**src/rtl/instr_issue_queue.sv**
```systemverilog
// instr_issue_queue: instruction FIFO in front of two_stage_pipeline.
//
// Buffers packed instructions (operand A in [31:16], operand B in [15:0]) from
// a valid/ready producer. Each issue_en cycle it issues one instruction on a
// registered output. If the queue is empty it issues a NOP bubble instead.
//
// Parameters:
//   DEPTH    queue entries (power of 2, >= 2)
//   DATA_W   instruction width
//   NOP_WORD word driven on a bubble and after reset/flush
//
// Ports:
//   clk, reset        rising-edge clock, synchronous active-high reset
//   in_valid/in_instr producer word, accepted when in_ready is high
//   in_ready          !full; there is no write-through when full
//   issue_en          pipeline advances; pop head or issue a bubble
//   flush             synchronous discard of all queued words
//   instruction_out   registered, drives two_stage_pipeline.instruction_in
//   instr_valid_out   instruction_out holds a real instruction
//   count/full/empty  occupancy status
//   issued_cnt        saturating count of real issues
//   bubble_cnt        saturating count of bubbles
//
// Optional feature: define ISSUE_STATS_EN to build the issued/bubble counters.
// When it is undefined, both counter ports are tied to zero.

`timescale 1ns/1ps

module instr_issue_queue #(
  parameter int unsigned       DEPTH    = 8,
  parameter int unsigned       DATA_W   = 32,
  parameter logic [DATA_W-1:0] NOP_WORD = '0
) (
  input  logic                     clk,
  input  logic                     reset,
  input  logic                     in_valid,
  input  logic [DATA_W-1:0]        in_instr,
  output logic                     in_ready,
  input  logic                     issue_en,
  input  logic                     flush,
  output logic [DATA_W-1:0]        instruction_out,
  output logic                     instr_valid_out,
  output logic [$clog2(DEPTH):0]   count,
  output logic                     full,
  output logic                     empty,
  output logic [15:0]              issued_cnt,
  output logic [15:0]              bubble_cnt
);

  localparam int unsigned PtrW = $clog2(DEPTH);
  localparam int unsigned CntW = PtrW + 1;

  logic [DATA_W-1:0] mem_q [DEPTH];

  logic [PtrW-1:0]   wr_ptr_q, wr_ptr_d;
  logic [PtrW-1:0]   rd_ptr_q, rd_ptr_d;
  logic [CntW-1:0]   count_q, count_d;
  logic [DATA_W-1:0] instr_q, instr_d;
  logic              ivalid_q, ivalid_d;

  logic push;
  logic pop;

  assign full     = (count_q == CntW'(DEPTH));
  assign empty    = (count_q == '0);
  assign in_ready = !full;
  assign count    = count_q;

  assign instruction_out = instr_q;
  assign instr_valid_out = ivalid_q;

  // Both decisions use the pre-edge occupancy, so a word is never issued in
  // the same edge it is accepted.
  assign push = in_valid && in_ready;
  assign pop  = issue_en && !empty;

  always_comb begin
    wr_ptr_d = wr_ptr_q;
    rd_ptr_d = rd_ptr_q;
    count_d  = count_q;
    instr_d  = instr_q;
    ivalid_d = ivalid_q;
    if (flush) begin
      wr_ptr_d = '0;
      rd_ptr_d = '0;
      count_d  = '0;
      instr_d  = NOP_WORD;
      ivalid_d = 1'b0;
    end else begin
      if (push) begin
        wr_ptr_d = wr_ptr_q + PtrW'(1);
      end
      if (issue_en) begin
        if (pop) begin
          instr_d  = mem_q[rd_ptr_q];
          ivalid_d = 1'b1;
          rd_ptr_d = rd_ptr_q + PtrW'(1);
        end else begin
          instr_d  = NOP_WORD;
          ivalid_d = 1'b0;
        end
      end
      count_d = count_q + CntW'(push) - CntW'(pop);
    end
  end

  always_ff @(posedge clk) begin
    if (reset) begin
      wr_ptr_q <= '0;
      rd_ptr_q <= '0;
      count_q  <= '0;
      instr_q  <= NOP_WORD;
      ivalid_q <= 1'b0;
    end else begin
      wr_ptr_q <= wr_ptr_d;
      rd_ptr_q <= rd_ptr_d;
      count_q  <= count_d;
      instr_q  <= instr_d;
      ivalid_q <= ivalid_d;
    end
  end

  // Storage needs no reset; occupancy alone defines which entries are live.
  always_ff @(posedge clk) begin
    if (!reset && !flush && push) begin
      mem_q[wr_ptr_q] <= in_instr;
    end
  end

`ifdef ISSUE_STATS_EN
  logic [15:0] issued_q;
  logic [15:0] bubble_q;

  // A flush cycle overrides the pop, so it counts as neither an issue nor a bubble.
  always_ff @(posedge clk) begin
    if (reset) begin
      issued_q <= '0;
      bubble_q <= '0;
    end else if (!flush && issue_en) begin
      if (!empty) begin
        if (issued_q != 16'hFFFF) issued_q <= issued_q + 16'd1;
      end else begin
        if (bubble_q != 16'hFFFF) bubble_q <= bubble_q + 16'd1;
      end
    end
  end

  assign issued_cnt = issued_q;
  assign bubble_cnt = bubble_q;
`else
  assign issued_cnt = 16'h0000;
  assign bubble_cnt = 16'h0000;
`endif

endmodule

```
**config.mk**
```make
export PLATFORM = sky130hd
export DESIGN_NAME = instr_issue_queue
export DESIGN_NICKNAME = d
export VERILOG_FILES = /design/src/rtl/instr_issue_queue.sv
export SDC_FILE = /design/constraint.sdc
export NUM_CORES = 1
export LEC_CHECK = 0
export ABC_AREA = 1
export CORE_UTILIZATION = 25
export DETAILED_ROUTE_END_ITERATION = 16
export PLACE_DENSITY = 0.38
export SYNTH_ARGS = -nofsm -noshare
export SYNTH_HDL_FRONTEND = slang
export SYNTH_SLANG_ARGS = --single-unit
```
**constraint.sdc**
```tcl
create_clock -name clk -period 4.93 [get_ports clk]
set_input_delay 0.986 -clock clk [delete_from_list [all_inputs] [get_ports clk]]
set_output_delay 0.986 -clock clk [all_outputs]
set_load 0.02 [all_outputs]
```
==> run summary, run 1 <==
Status -> complete, no violations
Power density over the cells -> 381 mW/mm²
Area delta synth->final -> 19.7%
Top cells by area, synth -> edfxtp_1, nand2_1, nand3_1
Post-route antenna net violation count -> 0
Chip height -> 228 µm
Clk Tree Root Cell -> clkbuf_16
Clock slew at reported path FFs -> 0.06 ns
Post_cts resized -> 0
Fmax -> 344 MHz
Most frequent cells in the layout -> nand2_1, edfxtp_1, inv_1, nand3_1, clkdlybuf4s50_1
Static leakage -> 6.05 nW
DRC -> 0
Worst r2r src -> count[2]$_SDFF_PP0_
First-pass GRT wire length -> 49.5 mm
Ports -> 109
Worst EP required -> 5.17 ns
GR Overflow Total -> 0
Post-CTS setup buffer count -> 0
Setup TNS -> 0 ns
Antenna fix cells -> 0
Starting DRC count in detailed routing -> 425
Final Cycle Share -> 0.590
Syn_area_per_cell -> 10.3 µm²
RSZ-0062 raised after global routing -> false
Least-Margin Pin Slew -> 1.14 ns
Synth Cell Area -> 0.0127 mm²
Antenna violations before repair -> 0
Via count -> 8183
Vias in the first global route -> 8143
Most common cell after layout, fill and taps aside -> nand2_1
Fillers -> 5184
Maximum vdd drop -> 181 µV
Dpl hpwl -> 18.4 mm
Post-CTS Hold Fix Bufs -> 0
Mapped Cells -> 1242
Share of the synthesized area in the top cell type -> 0.604
GRT Overall Usage -> 0.129
CP startpoint -> in_valid
Post-synthesis sequential area ratio -> 0.676
Unique masters post-synth -> 22
Critical path fanouts, max -> 21
Final hold vios -> 0
Post-Route WL -> 32.2 mm
Max H-tree Level -> 2
Post-layout minimum cycle time -> 2.91 ns
Ys Warns -> 0
Port Buf Inserts -> 76
Core ar. -> 0.0502 mm²
Max cap viols -> 0
CTS tree -> built
Largest net degree at the start of global routing -> 81
Layout Nets -> 1364
Worst EP arrival -> 3.15 ns
Deepest clock path buffer count -> 3
Final setup viols -> 0
Critical Path End Type -> flop
CTS Buf Count -> 36
Pins Over Slew Limit -> 0
Routed WL per cell -> 16.0 µm
Clk_skew -> 0.0245 ns
DP Worst Slack -> 1.40 ns
CTS Sinks -> 302
Area leader, netlist -> edfxtp_1
FF/Latch Area -> 0.00861 mm²
Die area -> 0.0518 mm²
Footprint of the multi-input gates -> 0.00296 mm²
Gp weighted congestion -> 0.704
Max-Slew Margin vs Limit -> 0.238
Worst skew pair latency -> 0.54 ns
Min-delay src -> instruction_out[24]$_SDFFE_PP0P_
Fraction of layout cells with a size suffix above 1 -> 0.0618
Worst setup margin -> 2.02 ns
WS Path Type -> primary input to flop
Starting Density -> 0.254
Die width -> 228 µm
CP Launch Type -> primary input
Rows -> 82
Vias/cell -> 4.06
FF+latch count, synth -> 302
Router iterations before antenna repair -> 4
Hold WC Path Type -> flop to flop
==> metal layers <==
metal  share of wire  up-vias  track usage
met5               0        -            0
met4           0.018        0       0.0353
met3           0.042       42       0.0248
met2            0.47      155        0.214
met1            0.47     3890        0.172
li1                -     4096            -
==> synth_stat cells (all sizes together) <==
| cell | n |
|---|---|
| xor2 | 1 |
| a211oi | 1 |
| dfxtp | 46 |
| nand2 | 364 |
| edfxtp | 256 |
| nor3 | 5 |
| fa | 1 |
| nor2 | 14 |
| clkinv | 1 |
| a21oi | 37 |
| ha | 8 |
| nand3 | 196 |
| buf | 76 |
| and3 | 1 |
| conb | 1 |
| inv | 214 |
| o21ai | 6 |
| clkbuf | 14 |
==> worst paths after layout <==
| path | endpoint | slack [ns] | cells past startpoint |
|---|---|---|---|
| worst min register to register | instruction_out[24]$_SDFFE_PP0P_ | 0.46 | 2 |
| worst min-delay path | instruction_out[24]$_SDFFE_PP0P_ | 0.46 | 2 |
| worst max register to register | mem_q[7][16]$_DFFE_PP_ | 2.21 | 8 |
| worst max-delay path | mem_q[7][16]$_DFFE_PP_ | 2.02 | 6 |
==> cell type report <==
class / instances / share of cell area
multi-input combinational: 666 / 0.194
timing repair buffer: 97 / 0.0603
clock inverter: 14 / 0.00878
clock buffer: 50 / 0.0632
inverter: 215 / 0.0531
sequential: 302 / 0.565
tap: 672 / 0.0552
==> critical path, stage by stage <==
cell and delay, ns:
clkdlybuf4s50_1 0.46, nand2_1 0.17, inv_1 0.12, nand3_1 0.30, nor2_4 0.74, buf_4 0.35
==> report_power, final <==
group | internal, W | total, W | switching [W]
sequential | 0.00280 | 0.00283 | 0.0000260
combinational | 0.000151 | 0.000472 | 0.000322
clock | 0.00147 | 0.00251 | 0.00104
total | 0.00443 | 0.00581 | 0.00139
==> per-stage QoR <==
step                hold WS [ns]  instances  instance area (µm²)  power (W)   util
detailed placement         0.455       1952                14100    0.00337  0.282
floorplan                  0.448       1273                12900    0.00319      -
CTS                        0.463       2016                15200    0.00592  0.304
finish                     0.461       2016                15200    0.00581  0.304
global placement           0.454       1952                14100    0.00337  0.282
global route               0.484       2016                15200    0.00607  0.304
==> sequential cells by signal, indices dropped and copies added, names as in the netlist, named ones only <==
signal and cells:
mem_q 256, instruction_out 32, count 4, rd_ptr_q 3, wr_ptr_q 3, instr_valid_out 1
==> cells by family (layout without fill, tap and decap cells) <==
kind of cell / count (synthesis) / count (layout) / synth area share
AO/OA/AOI/OAI: 44 / 44 / 0.0175
AND/OR/NAND/NOR: 580 / 580 / 0.191
buffers and inverters: 305 / 376 / 0.105
adder cells (fa/ha/maj): 9 / 9 / 0.00943
other: 1 / 32 / 0.000294
flip-flops: 302 / 302 / 0.676
XOR/XNOR: 1 / 1 / 0.000688
Note: power is estimated with default switching activity, not from simulation.
==> inputs of run 2 (changes only) <==
--- a/config.mk
+++ b/config.mk
@@ -8,7 +8,7 @@
 export ABC_AREA = 1
 export CORE_UTILIZATION = 25
 export DETAILED_ROUTE_END_ITERATION = 16
-export PLACE_DENSITY = 0.38
+export PLACE_DENSITY = 0.39
 export SYNTH_ARGS = -nofsm -noshare
 export SYNTH_HDL_FRONTEND = slang
 export SYNTH_SLANG_ARGS = --single-unit
==> constraint.sdc (replaced) <==
create_clock -name clk -period 2.4 [get_ports clk]
set_input_delay 0.48 -clock clk [delete_from_list [all_inputs] [get_ports clk]]
set_output_delay 0.48 -clock clk [all_outputs]
set_load 0.02 [all_outputs]
==> run summary, run 2 (synthesized netlist as in run 1, its figures left out) <==
Status -> complete, no violations
Post-CTS Hold Fix Bufs -> 0
Routed WL per cell -> 15.7 µm
Post-Route WL -> 31.7 mm
Worst EP required -> 1.92 ns
CTS tree -> built
Worst skew pair latency -> 0.54 ns
Max cap viols -> 0
Antenna fix cells -> 0
Max stage delay on crit path -> 0.61 ns
CP delay by family, top -> buffers and inverters
Final Cycle Share -> 0.963
Fmax -> 432 MHz
Post-layout minimum cycle time -> 2.31 ns
Deepest clock path buffer count -> 3
Final hold vios -> 0
Post-route antenna net violation count -> 0
Cell Chain, Critical Path -> inv_1, ha_1, nand3_2, clkdlybuf4s50_1
Area delta synth->final -> 22.2%
Most frequent cells in the layout -> nand2_1, edfxtp_1, inv_1, nand3_1, clkdlybuf4s50_1
Largest register FFs -> 256
Starting DRC count in detailed routing -> 369
Pins Over Slew Limit -> 0
Fraction of layout cells with a size suffix above 1 -> 0.0710
Vias in the first global route -> 8209
Die area -> 0.0518 mm²
Port Buf Inserts -> 76
CP Launch Type -> flop
CTS Sinks -> 302
Buffers and inverters on the worst path -> 2
First-pass GRT wire length -> 49.0 mm
Final setup viols -> 0
Largest register by flop count -> mem_q
DRC -> 0
Starting Density -> 0.254
Maximum vdd drop -> 406 µV
Max-Slew Margin vs Limit -> 0.376
GRT Overall Usage -> 0.127
Core ar. -> 0.0502 mm²
Antenna violations before repair -> 0
Dpl hpwl -> 17.5 mm
FF/Latch Area -> 0.00862 mm²
Clk_skew -> 0.0208 ns
Ports -> 109
WS Path Type -> flop to output pin
Worst EP arrival -> 1.83 ns
Clock slew at reported path FFs -> 0.05 ns
Critical path fanouts, max -> 3
Vias/cell -> 4.05
Overall Power -> 0.0120 W
Fillers -> 5200
Slowest cell on the critical path -> clkdlybuf4s50_1
Post_cts resized -> 0
Chip height -> 228 µm
Least-Margin Pin Slew -> 0.935 ns
Critical Path End Type -> output pin
Static leakage -> 6.18 nW
Hold WC Path Type -> flop to flop
RSZ-0062 raised after global routing -> false
GR Overflow Total -> 0
Post-CTS setup buffer count -> 0
Power density over the cells -> 771 mW/mm²
Gp weighted congestion -> 0.686
Die width -> 228 µm
Rows -> 82
Max H-tree Level -> 2
Router iterations before antenna repair -> 4
Clk Tree Root Cell -> clkbuf_16
Largest net degree at the start of global routing -> 88
Util after Layout -> 0.310
CTS Buf Count -> 36
Via count -> 8195
Most common cell after layout, fill and taps aside -> nand2_1
Layout Nets -> 1372
Footprint of the multi-input gates -> 0.00300 mm²
[run 2: changes by cell type in the layout (fill, tap and decap cells not counted), moves of 3 or more]
cell | previous run | this run
clkbuf_1 | 13 | 16
buf_12 | 0 | 16
nor3_2 | 4 | 0
clkbuf_8 | 1 | 5
inv_1 | 212 | 209
nor3_4 | 0 | 4
inv_2 | 1 | 5
clkinv_2 | 6 | 1
buf_4 | 21 | 13
[run 2: final cells by class]
class	instances	share of cell area
Clock buffer	59	0.0694
Clock inverter	6	0.00233
Inverter	215	0.0520
Multi-Input combinational cell	666	0.192
Sequential cell	302	0.554
Tap cell	672	0.0540
Timing Repair Buffer	105	0.0761
[run 2: worst paths after layout]
path / slack (ns) / cells after the start / to / start
setup / recovery: 0.09 / 4 / in_ready / count[2]$_SDFF_PP0_
hold / removal: 0.46 / 2 / instruction_out[24]$_SDFFE_PP0P_ / instruction_out[24]$_SDFFE_PP0P_
setup reg to reg: 0.30 / 12 / count[2]$_SDFF_PP0_ / count[2]$_SDFF_PP0_
hold reg to reg: 0.46 / 2 / instruction_out[24]$_SDFFE_PP0P_ / instruction_out[24]$_SDFFE_PP0P_
[run 2: stage by stage]
stage | hold slack, ns | instances | setup slack (ns) | instance area (µm²) | TNS, ns
2_1_floorplan | 0.448 | 1273 | -0.0740 | 12900 | -9.47
3_3_place_gp | 0.453 | 1960 | 0.00338 | 14400 | 0
3_5_place_dp | 0.455 | 1960 | 0.00283 | 14400 | 0
4_1_cts | 0.464 | 2025 | 0.00298 | 15600 | 0
5_1_grt | 0.480 | 2025 | 0.00166 | 15600 | 0
6_report | 0.460 | 2025 | 0.0877 | 15600 | 0
[run 2: worst register-to-register path, delay by kind of cell, from the launching register on]
kind	cells	cell delay (ns)
buffers and inverters	4	0.26
XOR/XNOR	1	0.14
adder cells (fa/ha/maj)	4	0.94
AND/OR/NAND/NOR	3	0.29
flip-flops	1	0.32
[run 2: metal layers]
layer | track usage | wire, µm
met1 | 0.161 | 14400
met2 | 0.219 | 15400
met3 | 0.0190 | 1140
met4 | 0.0439 | 745
met5 | 0 | 0
[run 2: report_power, final]
part / switching, W / internal [W] / total (W)
combinational: 0.000689 / 0.000340 / 0.00103
clock: 0.00211 / 0.00307 / 0.00517
sequential: 0.0000363 / 0.00576 / 0.00579
